<file path="src/rtl/uart_rx_param.sv">
// Parametrised UART receive engine: input synchroniser, 3-sample majority vote,
// optional parity, 1 or 2 stop bits, break detection and a valid/ready output
// stage that reports dropped frames through an overrun flag.
module uart_rx_param #(
  parameter int DATA_BITS   = 8,
  parameter int OVERSAMPLE  = 16,
  parameter int PARITY_MODE = 0,
  parameter int STOP_BITS   = 1,
  parameter int SYNC_STAGES = 2
) (
  input  logic                 clock,
  input  logic                 reset_n,
  input  logic                 tick,
  input  logic                 rx,
  output logic [DATA_BITS-1:0] data_out,
  output logic                 data_valid,
  input  logic                 data_ready,
  output logic                 parity_err,
  output logic                 frame_err,
  output logic                 break_det,
  output logic                 overrun
);

  localparam int M  = OVERSAMPLE / 2;
  localparam int SW = $clog2(OVERSAMPLE);
  localparam int BW = $clog2(DATA_BITS + 1);

  localparam logic [SW-1:0] CNT_LAST  = SW'(OVERSAMPLE - 1);
  localparam logic [SW-1:0] CNT_S0    = SW'(M - 1);
  localparam logic [SW-1:0] CNT_S1    = SW'(M);
  localparam logic [SW-1:0] CNT_S2    = SW'(M + 1);
  localparam logic [BW-1:0] DATA_LAST = BW'(DATA_BITS - 1);
  localparam logic [BW-1:0] STOP_LAST = BW'(STOP_BITS - 1);

  typedef enum logic [2:0] {
    S_IDLE      = 3'd0,
    S_START     = 3'd1,
    S_DATA      = 3'd2,
    S_PARITY    = 3'd3,
    S_STOP      = 3'd4,
    S_WAIT_HIGH = 3'd5
  } state_t;

  // Parity check: odd mode errs on an even total, even mode errs on an odd total.
  function automatic logic f_parity_bad(input logic [DATA_BITS-1:0] d, input logic p);
    logic x;
    x = (^d) ^ p;
    if (PARITY_MODE == 1) begin
      return ~x;
    end else begin
      return x;
    end
  endfunction

  state_t                 r_state, w_state_nxt;
  logic [SYNC_STAGES-1:0] r_sync;
  logic [SW-1:0]          r_sample_cnt, w_cnt_nxt;
  logic [BW-1:0]          r_bit_cnt, w_bit_nxt;
  logic [1:0]             r_smp;
  logic [DATA_BITS-1:0]   r_shift;
  logic                   r_par_err, r_frm_err, r_all_zero;
  logic [DATA_BITS-1:0]   r_data_out;
  logic                   r_valid, r_pe, r_fe, r_brk, r_ov;

  logic w_rx_s, w_maj, w_mid, w_wrap, w_counting;
  logic w_clear, w_shift_en, w_par_en, w_stop_en, w_commit;
  logic w_fe_fin, w_brk_fin;

  assign w_rx_s     = r_sync[SYNC_STAGES-1];
  assign w_maj      = (r_smp[0] & r_smp[1]) | (r_smp[0] & w_rx_s) | (r_smp[1] & w_rx_s);
  assign w_mid      = tick && (r_sample_cnt == CNT_S2);
  assign w_wrap     = tick && (r_sample_cnt == CNT_LAST);
  assign w_counting = (r_state == S_START) || (r_state == S_DATA) ||
                      (r_state == S_PARITY) || (r_state == S_STOP);
  assign w_fe_fin   = r_frm_err | ~w_maj;
  assign w_brk_fin  = w_fe_fin & r_all_zero & ~w_maj;

  // Synchroniser for the asynchronous line; presets to idle-high.
  always_ff @(posedge clock or negedge reset_n) begin
    if (!reset_n) begin
      r_sync <= {SYNC_STAGES{1'b1}};
    end else begin
      r_sync <= {r_sync[SYNC_STAGES-2:0], rx};
    end
  end

  // State and counter registers.
  always_ff @(posedge clock or negedge reset_n) begin
    if (!reset_n) begin
      r_state      <= S_IDLE;
      r_sample_cnt <= {SW{1'b0}};
      r_bit_cnt    <= {BW{1'b0}};
    end else begin
      r_state      <= w_state_nxt;
      r_sample_cnt <= w_cnt_nxt;
      r_bit_cnt    <= w_bit_nxt;
    end
  end

  // Next-state, counter and strobe decode.
  always_comb begin
    w_state_nxt = r_state;
    w_cnt_nxt   = r_sample_cnt;
    w_bit_nxt   = r_bit_cnt;
    w_clear     = 1'b0;
    w_shift_en  = 1'b0;
    w_par_en    = 1'b0;
    w_stop_en   = 1'b0;
    w_commit    = 1'b0;
    if (w_counting && tick) begin
      if (r_sample_cnt == CNT_LAST) begin
        w_cnt_nxt = {SW{1'b0}};
      end else begin
        w_cnt_nxt = r_sample_cnt + 1'b1;
      end
    end else begin
      w_cnt_nxt = r_sample_cnt;
    end
    case (r_state)
      S_IDLE: begin
        if (!w_rx_s) begin
          w_state_nxt = S_START;
          w_cnt_nxt   = {SW{1'b0}};
          w_bit_nxt   = {BW{1'b0}};
          w_clear     = 1'b1;
        end else begin
          w_state_nxt = S_IDLE;
        end
      end
      S_START: begin
        if (w_mid && w_maj) begin
          w_state_nxt = S_IDLE;
        end else if (w_wrap) begin
          w_state_nxt = S_DATA;
        end else begin
          w_state_nxt = S_START;
        end
      end
      S_DATA: begin
        w_shift_en = w_mid;
        if (w_wrap) begin
          if (r_bit_cnt == DATA_LAST) begin
            w_bit_nxt = {BW{1'b0}};
            if (PARITY_MODE != 0) begin
              w_state_nxt = S_PARITY;
            end else begin
              w_state_nxt = S_STOP;
            end
          end else begin
            w_bit_nxt = r_bit_cnt + 1'b1;
          end
        end else begin
          w_state_nxt = S_DATA;
        end
      end
      S_PARITY: begin
        w_par_en = w_mid;
        if (w_wrap) begin
          w_state_nxt = S_STOP;
        end else begin
          w_state_nxt = S_PARITY;
        end
      end
      S_STOP: begin
        if (w_mid) begin
          w_stop_en = 1'b1;
          if (r_bit_cnt == STOP_LAST) begin
            // Commit mid-bit so the next start edge is never missed.
            w_commit = 1'b1;
            if (w_fe_fin) begin
              w_state_nxt = S_WAIT_HIGH;
            end else begin
              w_state_nxt = S_IDLE;
            end
          end else begin
            w_state_nxt = S_STOP;
          end
        end else if (w_wrap) begin
          w_bit_nxt = r_bit_cnt + 1'b1;
        end else begin
          w_state_nxt = S_STOP;
        end
      end
      S_WAIT_HIGH: begin
        // A line still held low must not look like a fresh start bit.
        if (w_rx_s) begin
          w_state_nxt = S_IDLE;
        end else begin
          w_state_nxt = S_WAIT_HIGH;
        end
      end
      default: begin
        w_state_nxt = S_IDLE;
      end
    endcase
  end

  // Capture the two early samples of the majority vote.
  always_ff @(posedge clock or negedge reset_n) begin
    if (!reset_n) begin
      r_smp <= 2'b00;
    end else begin
      if (tick && (r_sample_cnt == CNT_S0)) r_smp[0] <= w_rx_s;
      if (tick && (r_sample_cnt == CNT_S1)) r_smp[1] <= w_rx_s;
    end
  end

  // Frame datapath: shift register and per-frame error accumulation.
  always_ff @(posedge clock or negedge reset_n) begin
    if (!reset_n) begin
      r_shift    <= {DATA_BITS{1'b0}};
      r_par_err  <= 1'b0;
      r_frm_err  <= 1'b0;
      r_all_zero <= 1'b1;
    end else if (w_clear) begin
      r_par_err  <= 1'b0;
      r_frm_err  <= 1'b0;
      r_all_zero <= 1'b1;
    end else begin
      if (w_shift_en) r_shift <= {w_maj, r_shift[DATA_BITS-1:1]};
      if (w_par_en) r_par_err <= f_parity_bad(r_shift, w_maj);
      if (w_stop_en) r_frm_err <= r_frm_err | ~w_maj;
      if (w_shift_en || w_par_en || w_stop_en) r_all_zero <= r_all_zero & ~w_maj;
    end
  end

  // Output holding register with valid/ready handshake and overrun tracking.
  always_ff @(posedge clock or negedge reset_n) begin
    if (!reset_n) begin
      r_data_out <= {DATA_BITS{1'b0}};
      r_valid    <= 1'b0;
      r_pe       <= 1'b0;
      r_fe       <= 1'b0;
      r_brk      <= 1'b0;
      r_ov       <= 1'b0;
    end else if (w_commit) begin
      if (!r_valid || data_ready) begin
        r_data_out <= r_shift;
        r_pe       <= r_par_err;
        r_fe       <= w_fe_fin;
        r_brk      <= w_brk_fin;
        r_valid    <= 1'b1;
        r_ov       <= 1'b0;
      end else begin
        r_ov <= 1'b1;
      end
    end else if (r_valid && data_ready) begin
      r_valid <= 1'b0;
      r_ov    <= 1'b0;
    end else begin
      r_valid <= r_valid;
    end
  end

  assign data_out   = r_data_out;
  assign data_valid = r_valid;
  assign parity_err = r_pe;
  assign frame_err  = r_fe;
  assign break_det  = r_brk;
  assign overrun    = r_ov;

endmodule
</file>
<file path="config.mk">
export PLATFORM = sky130hd
export DESIGN_NAME = uart_rx_param
export DESIGN_NICKNAME = d
export VERILOG_FILES = /design/src/rtl/uart_rx_param.sv
export SDC_FILE = /design/constraint.sdc
export NUM_CORES = 1
export LEC_CHECK = 0
export ABC_AREA = 1
export CAP_MARGIN = 20
export CORE_UTILIZATION = 29
export CTS_BUF_LIST = sky130_fd_sc_hd__clkbuf_8 sky130_fd_sc_hd__clkbuf_16
export CTS_CLUSTER_DIAMETER = 150
export DETAILED_ROUTE_END_ITERATION = 8
export GPL_TIMING_DRIVEN = 0
export PLACE_DENSITY_LB_ADDON = 0.25
export SLEW_MARGIN = 5
export SYNTH_ARGS = -nofsm -noshare
export SYNTH_HDL_FRONTEND = slang
export SYNTH_SLANG_ARGS = --single-unit
export TNS_END_PERCENT = 20
</file>
<file path="constraint.sdc">
create_clock -name clock -period 1.4 [get_ports clock]
set_input_delay 0.42 -clock clock [delete_from_list [all_inputs] [get_ports clock]]
set_output_delay 0.42 -clock clock [all_outputs]
set_load 0.005 [all_outputs]
</file>
== Yosys cells after proc, flatten, opt, wreduce, memory -nomap -nowiden ==
Index checks and enable logic that the tools add are counted.

* Flip-flop bits (word level): 39
* Input bits: 5
* Word-level logic and storage cells: 116

* Add/subtract/negate cells: 2
* Eq/ne operators: 17
* Multiplexer cells: 42
* Bitwise logic cells: 12
* Reduce and logical (&&, ||, !) cells: 27

{| class="wikitable"
|+ Operators with widths
! kind !! number
|-
| 2-to-1 mux 4 bit || 9
|-
| 2-to-1 mux 3 bit || 8
|-
| 2-to-1 mux 1 bit || 21
|-
| one-hot mux 3 bit (6 select lines) || 1
|-
| == test 4 bit, second input constant || 3
|-
| one-hot mux 4 bit (3 select lines) || 1
|-
| adder 4 x 1 -> 4 bit, second input constant || 2
|-
| == test 4 x 3 -> 1 bit, second input constant || 2
|-
| != test 2 bit, second input constant || 4
|-
| AND reduction 2 bit || 4
|-
| nonzero test 2 bit || 4
|-
| parity 8 bit || 1
|-
| logical AND 1 bit || 7
|-
| bitwise AND 1 bit || 6
|-
| == test 3 x 2 -> 1 bit, second input constant || 2
|-
| == test 3 bit, second input constant || 2
|-
| logical OR 1 bit || 6
|-
| AND reduction 5 bit || 1
|-
| logical NOT 4 bit || 1
|-
| 2-to-1 mux 2 bit || 2
|-
| == test 3 x 1 -> 1 bit, second input constant || 1
|-
| logical NOT 3 bit || 1
|-
| != test 3 x 2 -> 1 bit, second input constant || 1
|-
| != test 3 bit, second input constant || 1
|-
| 6 further kinds || 9
|}

== Longest topological paths before layout ==
Gate-level depths: netlist of the first run.

* Depth after elaboration: 9
* Depth in mapped cells: 10
* Depth with buffers taken out: 10

== Least setup slack after synthesis of the first run ==
Ideal clock, no wire load.

* Path kind: register to register
* Start point: reg r_sample_cnt[0]
* End point: reg r_bit_cnt[0]
* Library setup time: 0.131 ns
* Data arrival time: 1.282 ns
* Data required time: 1.269 ns
* Setup slack: -0.014 ns
* Cell stages (with the launch flop): 8
* Path through: dfrtp_1 > ha_1 > nand2_1 > inv_1 > nand3_1 > inv_1 > a31oi_1 > o21ai_0

* Cells in the longest elaborated chain, start to end: 4
* Elaborated cells on any way between the ends: 8
* Those cells by class: 5 x eq/ne; 3 x reduce/logical

{| class="wikitable"
|+ RTL lines
! what !! RTL line !! source
|-
| start: declaration || 57 || <nowiki>logic [SW-1:0] r_sample_cnt, w_cnt_nxt;</nowiki>
|-
| start signal: assignment || 91 || <nowiki>r_sample_cnt <= {SW{1'b0}};</nowiki>
|-
| start signal: assignment || 95 || <nowiki>r_sample_cnt <= w_cnt_nxt;</nowiki>
|-
| == test 4 bit, on equally long branches || 72, 71 ||
|-
| logical AND 1 bit, on equally long branches || 72, 71 ||
|-
| != test 2 bit (no line) || n/a ||
|-
| AND reduction 5 bit (no line) * || n/a ||
|-
| end signal: assignment || 92 || <nowiki>r_bit_cnt <= {BW{1'b0}};</nowiki>
|-
| end signal: assignment || 96 || <nowiki>r_bit_cnt <= w_bit_nxt;</nowiki>
|-
| end: declaration || 58 || <nowiki>logic [BW-1:0] r_bit_cnt, w_bit_nxt;</nowiki>
|}

Mark *: on every way between the ends. The rest lies on a longest branch, timed or not.
A chain may end at the register's enable or synchronous reset.

== Worst setup path after layout of the first run ==
* Start point: reg r_sample_cnt[1]
* End point: reg r_data_out[1] (netlist: data_out[1])

* Cells in the longest elaborated chain, start to end: 5

{| class="wikitable"
|+ RTL lines
! what !! RTL line !! source
|-
| == test 4 bit || 71 || <nowiki>assign w_mid = tick && (r_sample_cnt == CNT_S2);</nowiki>
|-
| logical AND 1 bit || 71 ||
|-
| 2-to-1 mux 1 bit || 165 || <nowiki>if (w_mid) begin</nowiki>
|-
| 2-to-1 mux 1 bit || 119 || <nowiki>case (r_state)</nowiki>
|-
| AND reduction 2 bit (no line) || n/a ||
|-
| end signal: assignment || 230 || <nowiki>r_data_out <= {DATA_BITS{1'b0}};</nowiki>
|-
| end signal: assignment || 238 || <nowiki>r_data_out <= r_shift;</nowiki>
|-
| end: declaration || 62 || <nowiki>logic [DATA_BITS-1:0] r_data_out;</nowiki>
|}

Every way passes these cells.

==> results of run 1 <==
==> cell usage in the layout (no fill, tap or decap), types with 2 or more instances in the layout <==
cell and count:
a21oi_1 10, a21oi_4 2, buf_4 6, buf_6 2
bufinv_16 2, clkbuf_8 5, clkdlybuf4s15_1 5, clkdlybuf4s50_1 2
dfrtp_1 33, dfrtp_2 3, dfstp_2 3, dlygate4sd2_1 9
ha_1 3, inv_1 30, inv_2 9, nand2_1 75
nand2_2 4, nand2_4 2, nand3_1 10, nand3_4 2
nand4_1 2, nor2_1 7, nor2_2 5, nor2_4 3
nor3_1 5, o21ai_0 14, o21ai_1 11, o21ai_2 5
==> state kept, by name (all words and copies together), names as in the netlist, 2 cells and up <==
signal / count
data_out: 8
r_bit_cnt: 4
r_smp: 2
r_sample_cnt: 4
r_state: 3
r_shift: 8
r_sync: 2
==> per-layer routing <==
metal / wire length, um / part of all wire [%] / vias to the layer above
met5: 0 / 0 / -
met4: 75 / 1.8 / 0
met3: 102 / 2.4 / 6
met2: 1900 / 45 / 17
met1: 2110 / 50 / 740
li1: - / - / 850
==> path summary, 6_finish.rpt <==
check | slack (ns) | start | depth (start not counted) | end
max in group asynchronous | 0.87 | reset_n | 2 | r_all_zero
min in group clock | 0.36 | r_sync[0] | 0 | r_sync[1]
worst max register to register | -0.07 | r_sample_cnt[1] | 10 | data_out[1]
worst max-delay path | -0.07 | r_sample_cnt[1] | 10 | data_out[1]
worst min-delay path | 0.01 | reset_n | 1 | r_sample_cnt[3]
worst min register to register | 0.36 | r_sync[0] | 0 | r_sync[1]
==> worst max-delay path, delay by kind of cell (launching register included) <==
kind                     cells  cell delay [ns]
flip-flops                   1             0.41
adder cells (fa/ha/maj)      1             0.14
buffers and inverters        3             0.32
AND/OR/NAND/NOR              5             0.43
AO/OA/AOI/OAI                1             0.05
==> layout make-up <==
class,instances,area [um^2]
Fill cell,655,3940
Tap cell,77,96.3
Clock inverter,3,63.8
Inverter,39,149
Multi-Input combinational cell,169,938
Buffer,3,37.5
Sequential cell,39,983
Clock buffer,5,68.8
Timing Repair Buffer,24,219
==> repair_timing <==
item / CTS / global route
pin swaps: 2 / 1
buffers inserted: 4 / 2
gates resized for setup: 35 / 20
setup endpoints to repair: 45 / 36
hold buffers: 0 / 0
endpoints found under the hold margin: 0 / 0
==> kinds of logic after synthesis <==
| logic type | Yosys count | synth area share, % |
|---|---|---|
| and+or+nand+nor | 116 | 25.0 |
| xor gates and xnor gates | 1 | 0.440 |
| AOI/OAI and AO/OA | 47 | 13.1 |
| adders and majority gates | 5 | 3.14 |
| buffers and inverters | 42 | 9.11 |
| DFF | 39 | 49.2 |
==> power groups by stage <==
stage	clock network (mW)	registers (mW)	logic (mW)
finish	1.11	1.38	0.741
global route	1.18	1.40	0.852
CTS	1.13	1.37	0.697
detailed placement	0	1.36	0.596
global placement	0	1.36	0.586
floorplan	0	1.34	0.445
==> impl_metrics.json, run 1 <==
{
  "violations": "design-rule violations, negative setup slack",
  "drtAntennaViolNets": 0,
  "cts.clk_slew.worst_paths_ns": 0.08,
  "p_total_mw": 3.23,
  "dpl-instance-area_um2": 2280,
  "clk_latency_ns": 0.29,
  "start_util_pct": 30.6,
  "period_share_pct": 105,
  "routed_wl_um": 4190,
  "drtIter0Drc": 83,
  "crit_required_ns": 1.58,
  "synth_area_per_cell_um2": 7.96,
  "vias": 1613,
  "arrival_ns": 1.66,
  "cts_made_buffers": 5,
  "grt_setup_unrepaired": "yes",
  "ys_top_cells_by_count": "nand2_1, dfrtp_1, inv_1",
  "startpoint_type": "register",
  "yosys.area.top_type": "dfrtp_1",
  "synth_fp_nets": 260,
  "area_growth_pct": 28.4,
  "dp_hpwl_um": 3020,
  "utilization_pct": 39.4,
  "max_cap_viol_count": 0,
  "power_density_nw_per_um2": 1260,
  "grt_pass1_wl_um": 7240,
  "internal_power_mw": 2.22,
  "crit_type": "reg2reg",
  "tightestPinTransition_ns": 0.316,
  "synth_cells": 250,
  "fin_ws_ns": -0.0735,
  "grt_pass1_vias": 1539,
  "netlist_area_um2": 1990,
  "wl_per_cell_um": 11.7,
  "coreArea_um2": 6490,
  "antenna_cells": 0,
  "synth.distinct_cells": 26,
  "max_slew_margin_pct": 78.8,
  "hold_class": "in2async",
  "final_cells": 359,
  "leakagePower_nw": 1.22,
  "cpMaxStageDelayCell": "dfrtp_1",
  "synth_ff_type": "dfrtp_1",
  "switchingPower_mw": 1.01,
  "max_stage_delay_ns": 0.41,
  "fmax_mhz": 679,
  "synthArstFlopShare_pct": 100,
  "comb_power_share_pct": 23.0,
  "tritoncts": "yes",
  "cp_cell_sequence": "inv_2 > ha_4 > nand3_4 > inv_4 > nand2_2 > nor2_4 > nand2_4 > buf_8 > nand2_1 > o21ai_2",
  "ys_ff_latch": 39,
  "vias_per_cell": 4.49,
  "use_met2_pct": 20.5,
  "synth_area_leaders": "dfrtp_1, nand2_1, inv_1",
  "p_seq_share_pct": 42.6,
  "drv_slew": 0,
  "swShare_pct": 31.3,
  "hold_viol_final": 0,
  "grt_overflow": 0,
  "synth-edff-count": 0,
  "die_width_um": 84.9,
  "worstPathMaxFanout": 10,
  "clock_skew_ns": 0.00237,
  "whs_ns": 0.0146,
  "fin_tns_setup_ns": -0.742,
  "gr-usage-met1_pct": 16.8,
  "fin_nets": 291,
  "cts_max_path_buffers": 2,
  "place_inst": 345,
  "grt_busiest_layer": "met2",
  "layout_min_cycle_time_ns": 1.47,
  "drc": 3,
  "drive_above_1_share_pct": 21.6,
  "gp_congestion": 0.787,
  "synth_top_area_share_pct": 45.3,
  "antenna_found_initial": 0,
  "htree_num_levels": 2,
  "ys_warn_count": 0,
  "final_cell_area_um2": 2560,
  "rows": 29,
  "vdd_drop_max_mv": 0.534,
  "drt_pass1_iterations": 6,
  "pwr-share-clk_pct": 34.4,
  "die_area_um2": 7200,
  "grtUsageTotal_pct": 12.8,
  "endpoint_kind": "register",
  "setup_viol": 12,
  "io_buffer_count": 17,
  "use_met3_pct": 3.02,
  "ys_seq_area_share_pct": 49.2,
  "num_io_pins": 18,
  "grt_max_degree": 29,
  "cts.sinks": 39,
  "cts_root_buf": "clkbuf_8",
  "yosysMostFrequentCell": "nand2_1",
  "dp_slack_ns": -0.519,
  "dieHeight_um": 84.9,
  "status": "complete, but fails checks"
}
(Power assumes the default switching activity.)
==> inputs of run 2 (changes only) <==
--- a/config.mk
+++ b/config.mk
@@ -6,7 +6,6 @@
 export NUM_CORES = 1
 export LEC_CHECK = 0
 export ABC_AREA = 1
-export CAP_MARGIN = 20
 export CORE_UTILIZATION = 29
 export CTS_BUF_LIST = sky130_fd_sc_hd__clkbuf_8 sky130_fd_sc_hd__clkbuf_16
 export CTS_CLUSTER_DIAMETER = 150
==> results of run 2 <==
No change in the layout: final DEF, timing and power equal those of run 1.
